==> config.mk <==
export PLATFORM = sky130hd
export DESIGN_NAME = control_unit
export DESIGN_NICKNAME = d
export VERILOG_FILES = /design/src/rtl/control_unit_pkg.sv /design/src/rtl/control_unit_reg_decoder.sv /design/src/rtl/control_unit.sv
export SDC_FILE = /design/constraint.sdc
export NUM_CORES = 1
export LEC_CHECK = 0
export BUFFER_PORTS_ARGS = -buffer_cell sky130_fd_sc_hd__buf_4
export CORE_UTILIZATION = 41
export CTS_BUF_LIST = sky130_fd_sc_hd__clkbuf_4 sky130_fd_sc_hd__clkbuf_8
export DETAILED_ROUTE_END_ITERATION = 12
export PLACE_DENSITY = 0.82
export SLEW_MARGIN = 20
export SYNTH_ARGS = -nofsm -noshare
export SYNTH_HDL_FRONTEND = slang
export SYNTH_SLANG_ARGS = --single-unit
==> constraint.sdc <==
create_clock -name clk -period 2.1 [get_ports clk]
set_input_delay 0.105 -clock clk [delete_from_list [all_inputs] [get_ports clk]]
set_output_delay 0.105 -clock clk [all_outputs]
set_load 0.02 [all_outputs]
==> src/rtl/control_unit_pkg.sv <==
// Shared types and constants for the instruction-sequencing control unit.
package control_unit_pkg;

  typedef enum logic [3:0] {
    IDLE, T0, T1, T2, T3, T4, T5, T6, HALT
  } state_e;

  typedef enum logic [2:0] {
    CLS_ALU, CLS_MULDIV, CLS_NOP, CLS_HALT, CLS_ILLEGAL
  } op_class_e;

  localparam logic [4:0] OP_ADD  = 5'b00000;
  localparam logic [4:0] OP_SUB  = 5'b00001;
  localparam logic [4:0] OP_AND  = 5'b00010;
  localparam logic [4:0] OP_OR   = 5'b00011;
  localparam logic [4:0] OP_SHR  = 5'b00100;
  localparam logic [4:0] OP_ROR  = 5'b00101;
  localparam logic [4:0] OP_ROL  = 5'b00110;
  localparam logic [4:0] OP_SHL  = 5'b00111;
  localparam logic [4:0] OP_SHRA = 5'b01000;
  localparam logic [4:0] OP_MUL  = 5'b01111;
  localparam logic [4:0] OP_DIV  = 5'b10000;
  localparam logic [4:0] OP_NOP  = 5'b11001;
  localparam logic [4:0] OP_HALT = 5'b11010;

  localparam logic [4:0] ALU_INC_PC = 5'b11111;

  function automatic op_class_e op_class(input logic [4:0] op);
    case (op)
      OP_ADD, OP_SUB, OP_AND, OP_OR, OP_SHR,
      OP_ROR, OP_ROL, OP_SHL, OP_SHRA:     return CLS_ALU;
      OP_MUL, OP_DIV:                      return CLS_MULDIV;
      OP_NOP:                              return CLS_NOP;
      OP_HALT:                             return CLS_HALT;
      default:                             return CLS_ILLEGAL;
    endcase
  endfunction

  // ALU_CODE table: opcode -> ALU operation select
  function automatic logic [4:0] alu_code(input logic [4:0] op);
    case (op)
      OP_ADD:  return 5'b00011;
      OP_SUB:  return 5'b00100;
      OP_AND:  return 5'b00101;
      OP_OR:   return 5'b00110;
      OP_SHR:  return 5'b00111;
      OP_ROR:  return 5'b01000;
      OP_ROL:  return 5'b01001;
      OP_SHL:  return 5'b01010;
      OP_SHRA: return 5'b01011;
      OP_MUL:  return 5'b01111;
      OP_DIV:  return 5'b10000;
      default: return 5'b00000;
    endcase
  endfunction

endpackage

==> src/rtl/control_unit_reg_decoder.sv <==
// 4-bit register field to one-hot 16-bit select; all zero when disabled.
module reg_decoder (
  input  logic [3:0]  sel_i,
  input  logic        en_i,
  output logic [15:0] onehot_o
);

  assign onehot_o = en_i ? (16'h0001 << sel_i) : 16'h0000;

endmodule

==> src/rtl/control_unit.sv <==
// Fetch/execute sequencer driving datapath strobes from the current state.
// state | meaning
// IDLE  | waiting for run
// T0    | PC to MAR, Z <= PC+1
// T1    | PC <= Z, memory read, wait for mem_ready
// T2    | MDR to IR
// T3    | Y <= R[Rb], opcode dispatch
// T4    | Z <= Y op R[Rc]
// T5    | R[Ra] or LO <= ZLO
// T6    | HI <= ZHI
// HALT  | stopped until clr
module control_unit
  import control_unit_pkg::*;
(
  input  logic        clk,
  input  logic        clr,
  input  logic        run,
  input  logic        mem_ready,
  input  logic [31:0] ir,
  output logic        Pout,
  output logic        MARen,
  output logic        Pen,
  output logic        Read,
  output logic        MDRen,
  output logic        MDROut,
  output logic        IRen,
  output logic        Yen,
  output logic        ZLOen,
  output logic        ZHIen,
  output logic        ZLOout,
  output logic        ZHIout,
  output logic        HIen,
  output logic        LOen,
  output logic [15:0] Rout,
  output logic [15:0] Ren,
  output logic [4:0]  alu_control,
  output logic        halted,
  output logic        illegal
);

  state_e     state_q, state_d;
  logic [4:0] alu_q, alu_d;
  op_class_e  cls;
  logic       is_exec;
  logic       rout_en, ren_en;
  logic [3:0] rout_sel;
  logic       ir_unused;

  assign cls       = op_class(ir[31:27]);
  assign is_exec   = (cls == CLS_ALU) || (cls == CLS_MULDIV);
  assign ir_unused = ^ir[14:0];

  always_comb begin
    state_d = state_q;
    alu_d   = alu_q;
    case (state_q)
      IDLE: if (run) begin
        state_d = T0;
        alu_d   = ALU_INC_PC;
      end
      T0:   state_d = T1;
      T1:   if (mem_ready) state_d = T2;
      T2:   state_d = T3;
      T3: begin
        if (is_exec) begin
          state_d = T4;
          alu_d   = alu_code(ir[31:27]);
        end else if (cls == CLS_HALT) begin
          state_d = HALT;
        end else begin
          state_d = IDLE;
        end
      end
      T4:   state_d = T5;
      T5:   state_d = (cls == CLS_MULDIV) ? T6 : IDLE;
      T6:   state_d = IDLE;
      HALT: state_d = HALT;
      default: state_d = IDLE;
    endcase
  end

  // alu_control is registered on entry to T0/T4 so it holds between them
  always_ff @(posedge clk or posedge clr) begin
    if (clr) begin
      state_q <= IDLE;
      alu_q   <= 5'b00000;
    end else begin
      state_q <= state_d;
      alu_q   <= alu_d;
    end
  end

  always_comb begin
    Pout = 1'b0; MARen = 1'b0; Pen = 1'b0; Read = 1'b0; MDRen = 1'b0;
    MDROut = 1'b0; IRen = 1'b0; Yen = 1'b0; ZLOen = 1'b0; ZHIen = 1'b0;
    ZLOout = 1'b0; ZHIout = 1'b0; HIen = 1'b0; LOen = 1'b0;
    halted = 1'b0; illegal = 1'b0;
    rout_en = 1'b0; rout_sel = 4'd0; ren_en = 1'b0;
    case (state_q)
      T0: begin Pout = 1'b1; MARen = 1'b1; ZLOen = 1'b1; end
      T1: begin
        ZLOout = 1'b1; Read = 1'b1; MDRen = 1'b1;
        Pen    = mem_ready;
      end
      T2: begin MDROut = 1'b1; IRen = 1'b1; end
      T3: begin
        rout_en  = is_exec;
        rout_sel = ir[22:19];
        Yen      = is_exec;
        illegal  = (cls == CLS_ILLEGAL);
      end
      T4: begin
        rout_en  = 1'b1;
        rout_sel = ir[18:15];
        ZLOen    = 1'b1;
        ZHIen    = (cls == CLS_MULDIV);
      end
      T5: begin
        ZLOout = 1'b1;
        LOen   = (cls == CLS_MULDIV);
        ren_en = (cls != CLS_MULDIV);
      end
      T6:   begin ZHIout = 1'b1; HIen = 1'b1; end
      HALT: halted = 1'b1;
      default: ;
    endcase
  end

  assign alu_control = alu_q;

  reg_decoder u_rout_dec (
    .sel_i    (rout_sel),
    .en_i     (rout_en),
    .onehot_o (Rout)
  );

  reg_decoder u_ren_dec (
    .sel_i    (ir[26:23]),
    .en_i     (ren_en),
    .onehot_o (Ren)
  );

endmodule
# == Yosys cells after proc, flatten, opt, wreduce, memory -nomap -nowiden ==
# Memory sizes are Yosys's and may differ from the RTL's.
# Index checks and enable logic that the tools add are counted.
# Widths: inputs -> output; s select.
# word_totals
reg_bits,9
rom_bits,256
input_bits,36
n_memories,2
# classes
eq_ne,15
shift,2
n_mux,26
reduce_logical,8
# memory_table
name,words,width,read_ports,rd_clocked_by_memory_dff,wr,line_no,text
(no name shown),32,5,1,0,0,control_unit_pkg.sv:41,case (op)
(no name shown),32,3,1,0,0,control_unit_pkg.sv:29,case (op)
# ops
op,count
$mux 16,2
$pmux 4 s8,1
$shl 1x4->16 const A,2
$eq 4x3->1 const B,4
$mux 4,4
$mux 1,13
$mux 5,2
$pmux 5 s2,1
$eq 4x2->1 const B,2
$pmux 4 s2,1
$ne 2x2->1 const B,3
$eq 4x1->1 const B,1
$eq 4x4->1 const B,1
$logic_not 4->1,1
$reduce_or 2->1,2
$eq 3x1->1 const B,1
$eq 3x2->1 const B,1
$eq 3x3->1 const B,1
$logic_not 3->1,1
$mux 3,1
$ne 3x1->1 const B,1
$reduce_and 3->1,1
$pmux 1 s2,1
$reduce_and 2->1,1
2 further kinds,2

# == Depth between registers and ports, before layout ==
# Gate-level depths: netlist (run 1).
# An unclocked memory read counts as a cell.
# logic_depth
depth_word,5
depth_mapped,6
ltp_nobuf,6

# == Hierarchy ==
# A second synthesis (run 1) with hierarchy kept.
# unflattened
hier_cells,156
hier_area_um2,1087.3
# by_module_without_submodules
mod,n_inst,cells_per_inst,area_per_inst_um2
control_unit,1,110,847.1
reg_decoder,2,23,120.1

# == Worst setup path after synthesis (run 1) ==
# OpenSTA, ideal clock, no wires.
# synth_path
kind,register to output
from,reg state_q[0]
to,out illegal
t_arrival_ns,2.080
t_required_ns,1.995
path_slack_ns,-0.085
path_stages_with_launch,5
path_buffers,1
path_cell_list,dfrtp_1 buf_6 or4b_2 nor2_1 nor4b_1
# synth_between
elab_chain_len,2
# synth_lines
item,line_no,text
"start, declared",control_unit.sv:41,"state_e state_q, state_d;"
"start signal, assigned",control_unit.sv:88,state_q <= state_d;
$eq 4x3->1,control_unit.sv:99,case (state_q)
$mux 1,control_unit.sv:99,
"end, declared",control_unit.sv:38,output logic illegal
# Every way passes these cells.

# == Worst setup path after layout (run 1) ==
# layout_path
from,reg state_q[1]
to,out Ren[0]
# layout_between
elab_chain_len,3
# layout_lines
item,line_no,text
$eq 4x3->1,control_unit.sv:99,
$mux 1,control_unit.sv:99,
$mux 16,control_unit_reg_decoder.sv:8,assign onehot_o = en_i ? (16'h0001 << sel_i) : 16'h0000;
"end, declared",control_unit.sv:35,"output logic [15:0] Ren,"
# Every way passes these cells.

==> flow_results.org, run 1 <==
** Status
- Run status :: finished clean

** Power and ir drop
- Internal Power :: a little under 0.8 mW
- Registers are responsible for 17.3% of the overall power.
- Reported net switching power :: 0.644 mW
- In this run, the clock network consumes between 10% and 20% of the power.
- Dividing total power by cell area gives a power density of about 730 nW/um^2.
- Leakage dissipation :: roughly 0.97 nW
- Logic pwr share :: between 70% and 80%
- Net switching is 45.4% of the power.
- VDD sags by at most roughly 0.9 mV.

** Global routing
- Initial antenna violation count :: 0
- Largest net degree at the start of global routing :: 17
- Number of global-route vias before repair :: roughly 1300
- Leftover overflow at the end of global routing :: 0
- The first global-routing pass estimated about 5400 um of wire.
- Across every metal layer, demand over resource in global routing totals approximately a fifth.

** Hold path
- In this run the most critical hold path is launched from ir[27].
- Along the worst hold path, the cell count comes to 4.
- The worst hold path terminates at alu_control[0]$_DFFE_PP0P_.
- In this run the worst hold path is classified as input port to register.

** CTS
- Clock tree from TritonCTS :: built
- Clk Latency, worst-skew pair :: 250 ps
- The tree is rooted in a clkbuf_4.
- No sink is reached through more buffers than the 2 on the longest clock path.
- Clock-pin slew was measured on the worst setup and hold paths at around 60 ps.
- Buffers inserted during clock tree synthesis total 3.
- Clock sink count :: 9
- Number of H-tree levels :: 1

** Timing
- Final period util :: 99.9%
- Derived from the worst setup path, the maximum achievable clock frequency is between 400 and 500 MHz.
- In the post-route analysis, the smallest setup slack over all paths is roughly 1.3 ps.
- Worst clock skew on the final layout :: a little under 7 ps
- Total count of hold-check failures in the final report :: 0
- Final-report setup violation count :: 0
- For the final routed database, the setup TNS stands at 0 ps.
- Final max-slew violation count :: 0
- Minimum clock period :: roughly 2100 ps
- At the pin with the least slew margin, the transition time is 510 ps.
- Measured against its own limit, the worst slew margin works out to between 60% and 70%.
- Setup repair after global routing missed its margin :: yes

** Final layout
- Area grow syn2layout :: 65.3%
- Leading cell type in the layout, fill and taps excluded :: buf_4
- Fraction of final layout cells sized beyond drive strength 1 :: approximately 45%
- Fill cell total of the finished layout :: 230
- Final standard cell count with taps included and fillers excluded :: roughly 280
- At the end of the flow the core is filled with cells to a little under three quarters.
- For this run, the post-layout net count is roughly 290.
- With fillers left out, the area of the finished cells amounts to roughly 1900 sq um.
- The number of antenna diodes in the final layout is 0.
- Leaving out fill and tap cells, the most frequent cells in the layout are 83 x buf_4, 28 x nor2_1, 18 x a21oi_1.

** Critical path
- Along the worst path, the maximum fanout reaches 4.
- Data required, critical path :: roughly 2000 ps
- The critical path in this run is classified as register to output pin.
- For flop-to-flop paths, the worst setup slack is 420 ps.
- Delay contributed by the slowest stage of the critical path :: between 400 and 500 ps
- The slowest stage of the critical path is the or3b_4 cell.
- In this run the critical register-to-register path is launched from state_q[0]$_DFFE_PP0P_.
- Endpoint arrival time on the critical path :: approximately 2000 ps
- The cell that appears most often on the critical path is or3b_4.
- The worst register-to-register path has a depth of 5.
- The worst setup path is captured at an output pin.
- The endpoint identified for the worst register-to-register timing path is alu_control[3]$_DFFE_PP0P_.
- Worst path cell trace :: or3b_4, and4bb_1, or3b_4, nor3_2, buf_4
- Crit path launch type :: register

** Detailed routing
- The detailed router placed approximately 1500 vias in this run.
- WL/cell :: roughly 12 um
- Summed over all layers, the routed wires come to around 3400 um.
- After detailed routing, the number of vias per cell comes to between 5 and 6.
- ANT nets after route :: 0
- First-iteration detailed-routing DRC count :: 74
- Number of iterations in the first detailed-routing pass :: 4
- DRC errors left :: 0

** Placement
- Worst slack at placement :: about 180 ps
- Routability-driven placement finished with a final weighted congestion of ~0.85.
- After legalization and detailed placement, the total HPWL measured around 2500 um.
- Port bufs :: 73
- Once placement finished, the instance area stood at approximately 1800 sq um.
- Including well taps, the total number of placed cells is 270.

** Logic synthesis
- For this run, the number of Yosys warnings is 0.
- Distinct cells, synth :: 41
- Synthesized area per cell :: between 6 and 7 sq um
- Cell area after synthesis :: roughly 1200 sq um
- Summing the sequential cell areas from Yosys gives around a fifth of the chip area.
- Counting flops and latches in the post-synthesis netlist gives 9.
- Post-synthesis cell count :: between 150 and 200
- Synthesized Nets :: 210

** Floorplan
- Area enclosed by the die boundary :: between 3000 and 4000 sq um
- The initial utilization of the core area, before any placement, comes to a little over two fifths.
- Total number of placement rows :: 19
- The core region is around 2700 sq um.
- Height of the chip :: ~56 um
- For this design the top-level I/O count stands at 89.
- Horizontal die dimension :: roughly 56 um

** Flow run
- Across the run, the number of max-cap violations was 0.
power by group through the flow:
stage | clock network, mW | registers (mW) | logic [mW]
4_1_cts | 0.146 | 0.244 | 0.965
3_5_place_dp | 0 | 0.246 | 0.894
5_1_grt | 0.158 | 0.250 | 1.10
3_3_place_gp | 0 | 0.245 | 0.883
2_1_floorplan | 0 | 0.238 | 0.610
6_report | 0.143 | 0.245 | 1.03
worst max-delay path, delay by kind of cell (launching register included):
family,cells,cell delay [ps]
buffers and inverters,1,150
flip-flops,1,390
AND/OR/NAND/NOR,4,1190
cells in the mapped netlist (all sizes together):
| master | number | area (sq um) |
|---|---|---|
| or3b | 4 | 37.5 |
| and4b | 1 | 10.0 |
| nand3b | 4 | 30.0 |
| nor4bb | 1 | 10.0 |
| mux2 | 2 | 22.5 |
| a211oi | 2 | 15.0 |
| a21oi | 19 | 95.1 |
| clkbuf | 8 | 30.0 |
| nor3 | 12 | 65.1 |
| nand2b | 8 | 50.1 |
| a31oi | 1 | 6.26 |
| nand2 | 13 | 48.8 |
| a31o | 1 | 8.76 |
| a211o | 1 | 8.76 |
| nor4b | 1 | 8.76 |
| nor2b | 4 | 25.0 |
| a22oi | 1 | 7.51 |
| xor2 | 1 | 8.76 |
| o21ai | 4 | 23.8 |
| and4bb | 1 | 12.5 |
| inv | 7 | 26.3 |
| dfrtp | 9 | 225 |
| nand4b | 1 | 8.76 |
| buf | 5 | 41.3 |
| and3 | 6 | 37.5 |
| nor3b | 1 | 7.51 |
| nor2 | 29 | 109 |
| nand3 | 5 | 25.0 |
| ha | 3 | 37.5 |
| a21o | 1 | 7.51 |
| and2 | 4 | 25.0 |
| or4b | 1 | 10.0 |
| mux2i | 8 | 80.1 |
| or3 | 1 | 6.26 |
| o211ai | 1 | 7.51 |
state kept, by name (all words and copies together), names as in the netlist:
| name | cells |
|---|---|
| state_q | 4 |
| alu_control | 5 |
worst max-delay path by stage:
stage | to | from | slack [ps]
global route | Ren[0] | state_q[0]$_DFFE_PP0P_ | -100
CTS | Rout[5] | state_q[0]$_DFFE_PP0P_ | -10
finish | Ren[0] | state_q[1]$_DFFE_PP0P_ | 1
global placement | Ren[0] | state_q[0]$_DFFE_PP0P_ | 180
floorplan | Rout[4] | state_q[1]$_DFFE_PP0P_ | 50
detailed placement | Ren[0] | state_q[0]$_DFFE_PP0P_ | 180
final cells by class:
cell class	count	area, sq um	share of cell area [%]
tap	31	38.8	1.99
multi-input combinational	142	975	50.0
inverter	7	26.3	1.35
timing repair buffer	85	653	33.5
clock buffer	4	30.0	1.54
sequential	9	225	11.6
repair_timing:
action / CTS / global route
endpoints found under the setup margin: 12 / 20
gates resized for setup: 14 / 8
endpoints found under the hold margin: 9 / 0
setup buffers: 1 / 2
pin swaps: 2 / 6
hold buffers: 1 / 0
per-stage QoR:
step | total power [mW] | hold WS (ps)
after global placement | 1.13 | 86.0
after global routing | 1.51 | 288
after floorplan | 0.848 | -67.1
final | 1.42 | 225
after CTS | 1.35 | 230
after detailed placement | 1.14 | 91.2
logic make-up (layout without fill, tap and decap cells):
logic type      Yosys count  in the layout  synth area share [%]
simple gates             97             97                  44.7
compound gates           31             31                  15.3
buf+inv                  20             96                  8.28
mux                      10             10                  8.71
flops                     9              9                  19.1
fa+ha+maj                 3              3                  3.19
xor+xnor                  1              1                 0.743
metal layers:
| metal | vias to the layer above | part of all wire (%) | routed length, um | global-route usage, % |
|---|---|---|---|---|
| met4 | 0 | 0.80 | 27 | 6.79 |
| met3 | 4 | 7.0 | 236 | 1.86 |
| met2 | 57 | 50 | 1680 | 36.3 |
| met5 | - | 0 | 0 | 0 |
| met1 | 661 | 43 | 1440 | 28.3 |
| li1 | 746 | - | - | - |
Note: power is estimated with default switching activity, not from simulation.
==> inputs of run 2 (changes only) <==
==> constraint.sdc (replaced) <==
create_clock -name clk -period 2.1 [get_ports clk]
set_input_delay 0.42 -clock clk [delete_from_list [all_inputs] [get_ports clk]]
set_output_delay 0.42 -clock clk [all_outputs]
set_load 0.02 [all_outputs]
==> run 2 against run 1 <==
Against the previous run:
- the flow now stops in 5_1_grt
- synthesized cell count unchanged
- area after synthesis did not move
==> flow_results.org, run 2 <==
** Status
- Run status: did not finish (was finished clean).
- It got as far as 5_1_grt and failed there.
- The first error in the log reads "[ERROR GRT-0232] Routing congestion too high. Check the congestion heatmap in the GUI".

** CTS
- Number of buffers on the longest clock path :: 2 (unchanged)
- Hold buffers post-CTS :: 0 (was 1)
- The root buffer cell was clkbuf_4 (unchanged).
- Number of H-tree levels :: 1 (unchanged)
- The clock sink total was 9 (unchanged).
- The TritonCTS buffer count is 3 (unchanged).

** Logic synthesis
- The mean instance size in the synthesized netlist is 6.89 sq um (unchanged).
- The number of warnings reported in the yosys synthesis log was 0 (unchanged).
- Distinct cells, synth :: 41 (unchanged)
- Synthesized Nets :: 210 (unchanged)
- Top cells by area in the synthesized netlist :: dfrtp_1 19%, nor2_1 9.2%, a21oi_1 8.1% (unchanged)
- The most instantiated flip-flop cell in the synthesis netlist was dfrtp_1 (unchanged).
- Leading cell types by count after synthesis :: 29 x nor2_1, 19 x a21oi_1, 13 x nand2_1 (unchanged)
- The async set-or-reset flop fraction in the synthesized netlist is 100% (unchanged).
- Yosys top cell area share :: 19.1% (unchanged)
- The number of synthesized register bits was 9 (unchanged).
- Number of synthesized flops with an enable pin :: 0 (unchanged)
- The cell taking the most area after synthesis was dfrtp_1 (unchanged).
- Cell area after synthesis :: 1180 sq um (unchanged)
- The leading cell type by number of instances after synthesis is nor2_1 (unchanged).
- The share of synthesized area occupied by flip-flops and latches was 19.1% (unchanged).
- The instance count of the mapped netlist is 171 (unchanged).

** Timing
- After the last repair the worst path ends at a top-level output.
- Once global-route timing repair stopped, the endpoint with the least setup slack was Ren[0].

** Global routing
- Entering global routing, the biggest net connects 10 pins.
- Leftover overflow at the end of global routing :: between 100 and 150
- Global-route total usage across every layer :: between 70% and 80%

** Floorplan
- The die width was 55.6 um (unchanged).
- Initial standard-cell utilization of the core :: 43.1% (unchanged)
- Total number of placement rows :: 19 (unchanged)
- Height of the chip :: 55.6 um (unchanged)
- The number of primary I/O pins came to 89 (unchanged).

** Placement
- Global placer's final weighted congestion :: 0.940 (was 0.845)
- Number of placed instances with taps included :: 294 (was 270)
- Post-detailed-placement half-perimeter wirelength :: 3010 um (was 2540 um)
- The count of buffers inserted at the top-level ports is 73 (unchanged).
[run 2: what timing repair did]
item	CTS
gates resized for setup	77
endpoints found under the setup margin	36
pin swaps	19
buffers inserted	18
[run 2: per-layer routing]
metal	track usage (%)	overflow
met2	104	62
met4	98.9	48
met5	0	0
met3	46.3	0
met1	77.6	0
[run 2: per-stage QoR]
step                      utilization, %  worst slack [ps]  setup TNS, ps  area (sq um)  hold slack, ps
after floorplan                        -              -165          -1190          1270             248
after global placement              74.7              -347          -5210          2040             400
after detailed placement            74.7              -377          -6450          2040             405
after CTS                           91.7              -326          -6310          2510             115
[run 2: logic make-up after synthesis]
kind of cell | after synthesis | share of synthesized area [%]
buffers and inverters | 20 | 8.28
AND/OR/NAND/NOR | 97 | 44.7
adder cells (fa/ha/maj) | 3 | 3.19
AO/OA/AOI/OAI | 31 | 15.3
XOR/XNOR | 1 | 0.743
multiplexers | 10 | 8.71
flip-flops | 9 | 19.1
==> inputs of run 3 (changes only) <==
--- a/config.mk
+++ b/config.mk
@@ -6,10 +6,10 @@
 export NUM_CORES = 1
 export LEC_CHECK = 0
 export BUFFER_PORTS_ARGS = -buffer_cell sky130_fd_sc_hd__buf_4
-export CORE_UTILIZATION = 41
-export CTS_BUF_LIST = sky130_fd_sc_hd__clkbuf_4 sky130_fd_sc_hd__clkbuf_8
+export CORE_AREA = 2 2 63 65
 export DETAILED_ROUTE_END_ITERATION = 12
-export PLACE_DENSITY = 0.82
+export DIE_AREA = 0 0 65 67
+export PLACE_DENSITY_LB_ADDON = 0.15
 export SLEW_MARGIN = 20
 export SYNTH_ARGS = -nofsm -noshare
 export SYNTH_HDL_FRONTEND = slang
==> run 3 against run 2 <==
Against the previous run:
- the flow now finishes, with violations (negative setup slack)
==> flow_results.org, run 3 (synthesized netlist as in run 1, its figures left out) <==
** Floorplan
- The standard-cell row count came to 22 (was 19).
- Initial standard-cell utilization of the core :: 32.7% (was 43.1%)
- The number of primary I/O pins was 89 (unchanged).
- The region available for standard cell placement spans approximately 3600 sq um.
- The die boundary height is 67 um (was 55.6 um).
- Area enclosed by the die boundary :: around 4400 sq um
- The die width came to 65 um (was 55.6 um).

** Final layout
- Antenna fix cells :: 0
- Commonest cells after routing, fill and taps aside :: 89 x buf_4, 25 x buf_6, 22 x nor2_1
- Max FFs per register :: 5
- Leaving out fill and tap cells, the most frequent cell in the layout is buf_4.
- Relative to the synthesized area, the layout overhead comes to 122%.
- Share of the core filled with cells in the final layout :: just over 70%
- Final layout net count :: 320
- Fraction of final layout cells sized beyond drive strength 1 :: 67.5%

** Placement
- Port bufs :: 73 (unchanged)
- Post-detailed-placement half-perimeter wirelength :: 3140 um (was 3010 um)
- The placement-stage worst setup slack was -357 ps (was -377 ps).
- The weighted congestion reported at the end of routability-driven placement is 0.817 (was 0.940).

** CTS
- Clock buffers created by TritonCTS :: 3 (unchanged)
- The buffer levels on the longest clock path was 2 (unchanged).
- The clock reaches the later pin of the worst-skew pair after 230 ps.
- The clock sink total came to 9 (unchanged).
- The H-tree depth is 1 (unchanged).
- Library cell used as clock root buffer :: clkbuf_8 (was clkbuf_4)
- Clock tree from TritonCTS :: built
- Hold buffers post-CTS :: 0 (unchanged)
- Clock-pin slew was measured on the worst setup and hold paths at 50 ps.

** Critical path
- Largest fanout of any net on the critical path :: 6
- Crit path from :: state_q[3]$_DFFE_PP0P_
- In this run the critical register-to-register path is captured at alu_control[2]$_DFFE_PP0P_.
- STA classifies the critical path endpoint as an output pin.
- Data required, critical path :: between 1500 and 2000 ps
- In this run the critical register-to-register path is launched from state_q[3]$_DFFE_PP0P_.
- Endpoint arrival time on the critical path :: around 2000 ps
- Crit path launch type :: register
- Across all register-to-register paths, the minimum setup slack is approximately 150 ps.
- Depth of the worst register-to-register path :: 9
- Type of the setup path with the least slack :: register to output pin

** Global routing
- Largest net degree at the start of global routing :: 10
- The total overflow left after global routing is 0.
- Initial antenna violation count :: 0
- The first global-routing pass estimated around 6700 um of wire.
- Number of global-route vias before repair :: approximately 1500
- Global-route total usage across every layer :: 19.5%

** Hold path
- Worst min-delay path class :: input port to asynchronous set/reset pin

** Detailed routing
- DRC errors left :: 0
- WL/cell :: about 13 um
- Using the TritonRoute via totals, the vias-per-cell ratio works out to 4.86.
- WL final :: about 4300 um
- Before antenna repair, the detailed router went through 4 iterations.
- For this block, the initial DRC count from the detailed router was 59.
- Across all layers, the routed design uses between 1500 and 2000 vias.
- In this run the remaining antenna-violating nets after routing total 0.

** Power and ir drop
- Dividing total power by cell area gives a power density of a little under 700 nW/um^2.
- The worst-case IR drop observed on VDD is slightly below 0.3 mV.
- Leakage dissipation :: 1.21 nW

** Timing
- Worst clock skew on the final layout :: a little under 8 ps
- After layout, the worst setup slack is -317 ps.
- For this run, the top clock speed supported by timing is roughly 410 MHz.
- Final max-slew violation count :: 0
- Tightest Pin Transition :: approximately 480 ps
- Sum Neg Setup Slack :: -7450 ps
- The number of endpoints with negative hold slack in the final report came to 0.
- Headroom to the max-slew limit :: around 68%
- Final-report setup violation count :: 34
- Setup repair after global routing could not meet its margin everywhere.
- Minimum clock period :: roughly 2400 ps
- Final period util :: 115%

** Status
- Run status: finished with violations (was did not finish).
- Violations in the final reports :: negative setup slack

** Flow run
- Number of violations of the max-capacitance limit :: 0
[run 3: how the worst max path moves through the flow]
stage | end | slack, ps | cells after the start
floorplan | Ren[0] | -170 | 5
global placement | Ren[0] | -330 | 9
detailed placement | Ren[0] | -360 | 9
CTS | Ren[0] | -300 | 5
global route | Rout[3] | -390 | 8
finish | illegal | -320 | 7
[run 3: metal layers]
layer | up-vias | track usage (%) | routed length (um)
li1 | 810 | - | -
met1 | 730 | 25.0 | 1810
met2 | 49 | 34.1 | 2210
met3 | 4 | 2.36 | 249
met4 | 0 | 5.32 | 27
met5 | - | 0 | 0
[run 3: timing repair]
item / CTS / global route
buffers inserted: 6 / 5
setup endpoints to repair: 35 / 36
pin swaps: 19 / 9
resized for setup: 66 / 29
hold endpoints to repair: 0 / 0
[run 3: metrics by stage]
stage / std cells / area (sq um) / hold slack [ps] / power (mW)
after detailed placement: 315 / 2110 / 401 / 1.31
after global placement: 315 / 2110 / 399 / 1.30
after global routing: 328 / 2610 / 168 / 1.93
final: 328 / 2610 / 148 / 1.81
after CTS: 324 / 2470 / 156 / 1.70
after floorplan: 171 / 1270 / 248 / 0.871
[run 3: worst max-delay path, cell delays in order, from the launching register on]
cell     delay (ps)
dfrtp_1         390
buf_4           140
buf_6           110
buf_6           120
or4b_4          510
nor2_4          120
nor4b_4         210
buf_4           180
[run 3: power breakdown]
| group | switching [mW] | internal [mW] | leakage (nW) | total (mW) |
|---|---|---|---|---|
| logic | 0.696 | 0.681 | 1.09 | 1.38 |
| clock network | 0.0691 | 0.132 | 0.0228 | 0.201 |
| registers | 0.0237 | 0.208 | 0.0956 | 0.232 |
[run 3: area by class of cell]
cell class,instances,area [sq um]
clock buffer,4,45.0
fill,297,992
inverter,7,33.8
multi-input combinational,142,1230
sequential,9,225
tap,48,60.1
timing repair buffer,118,1020
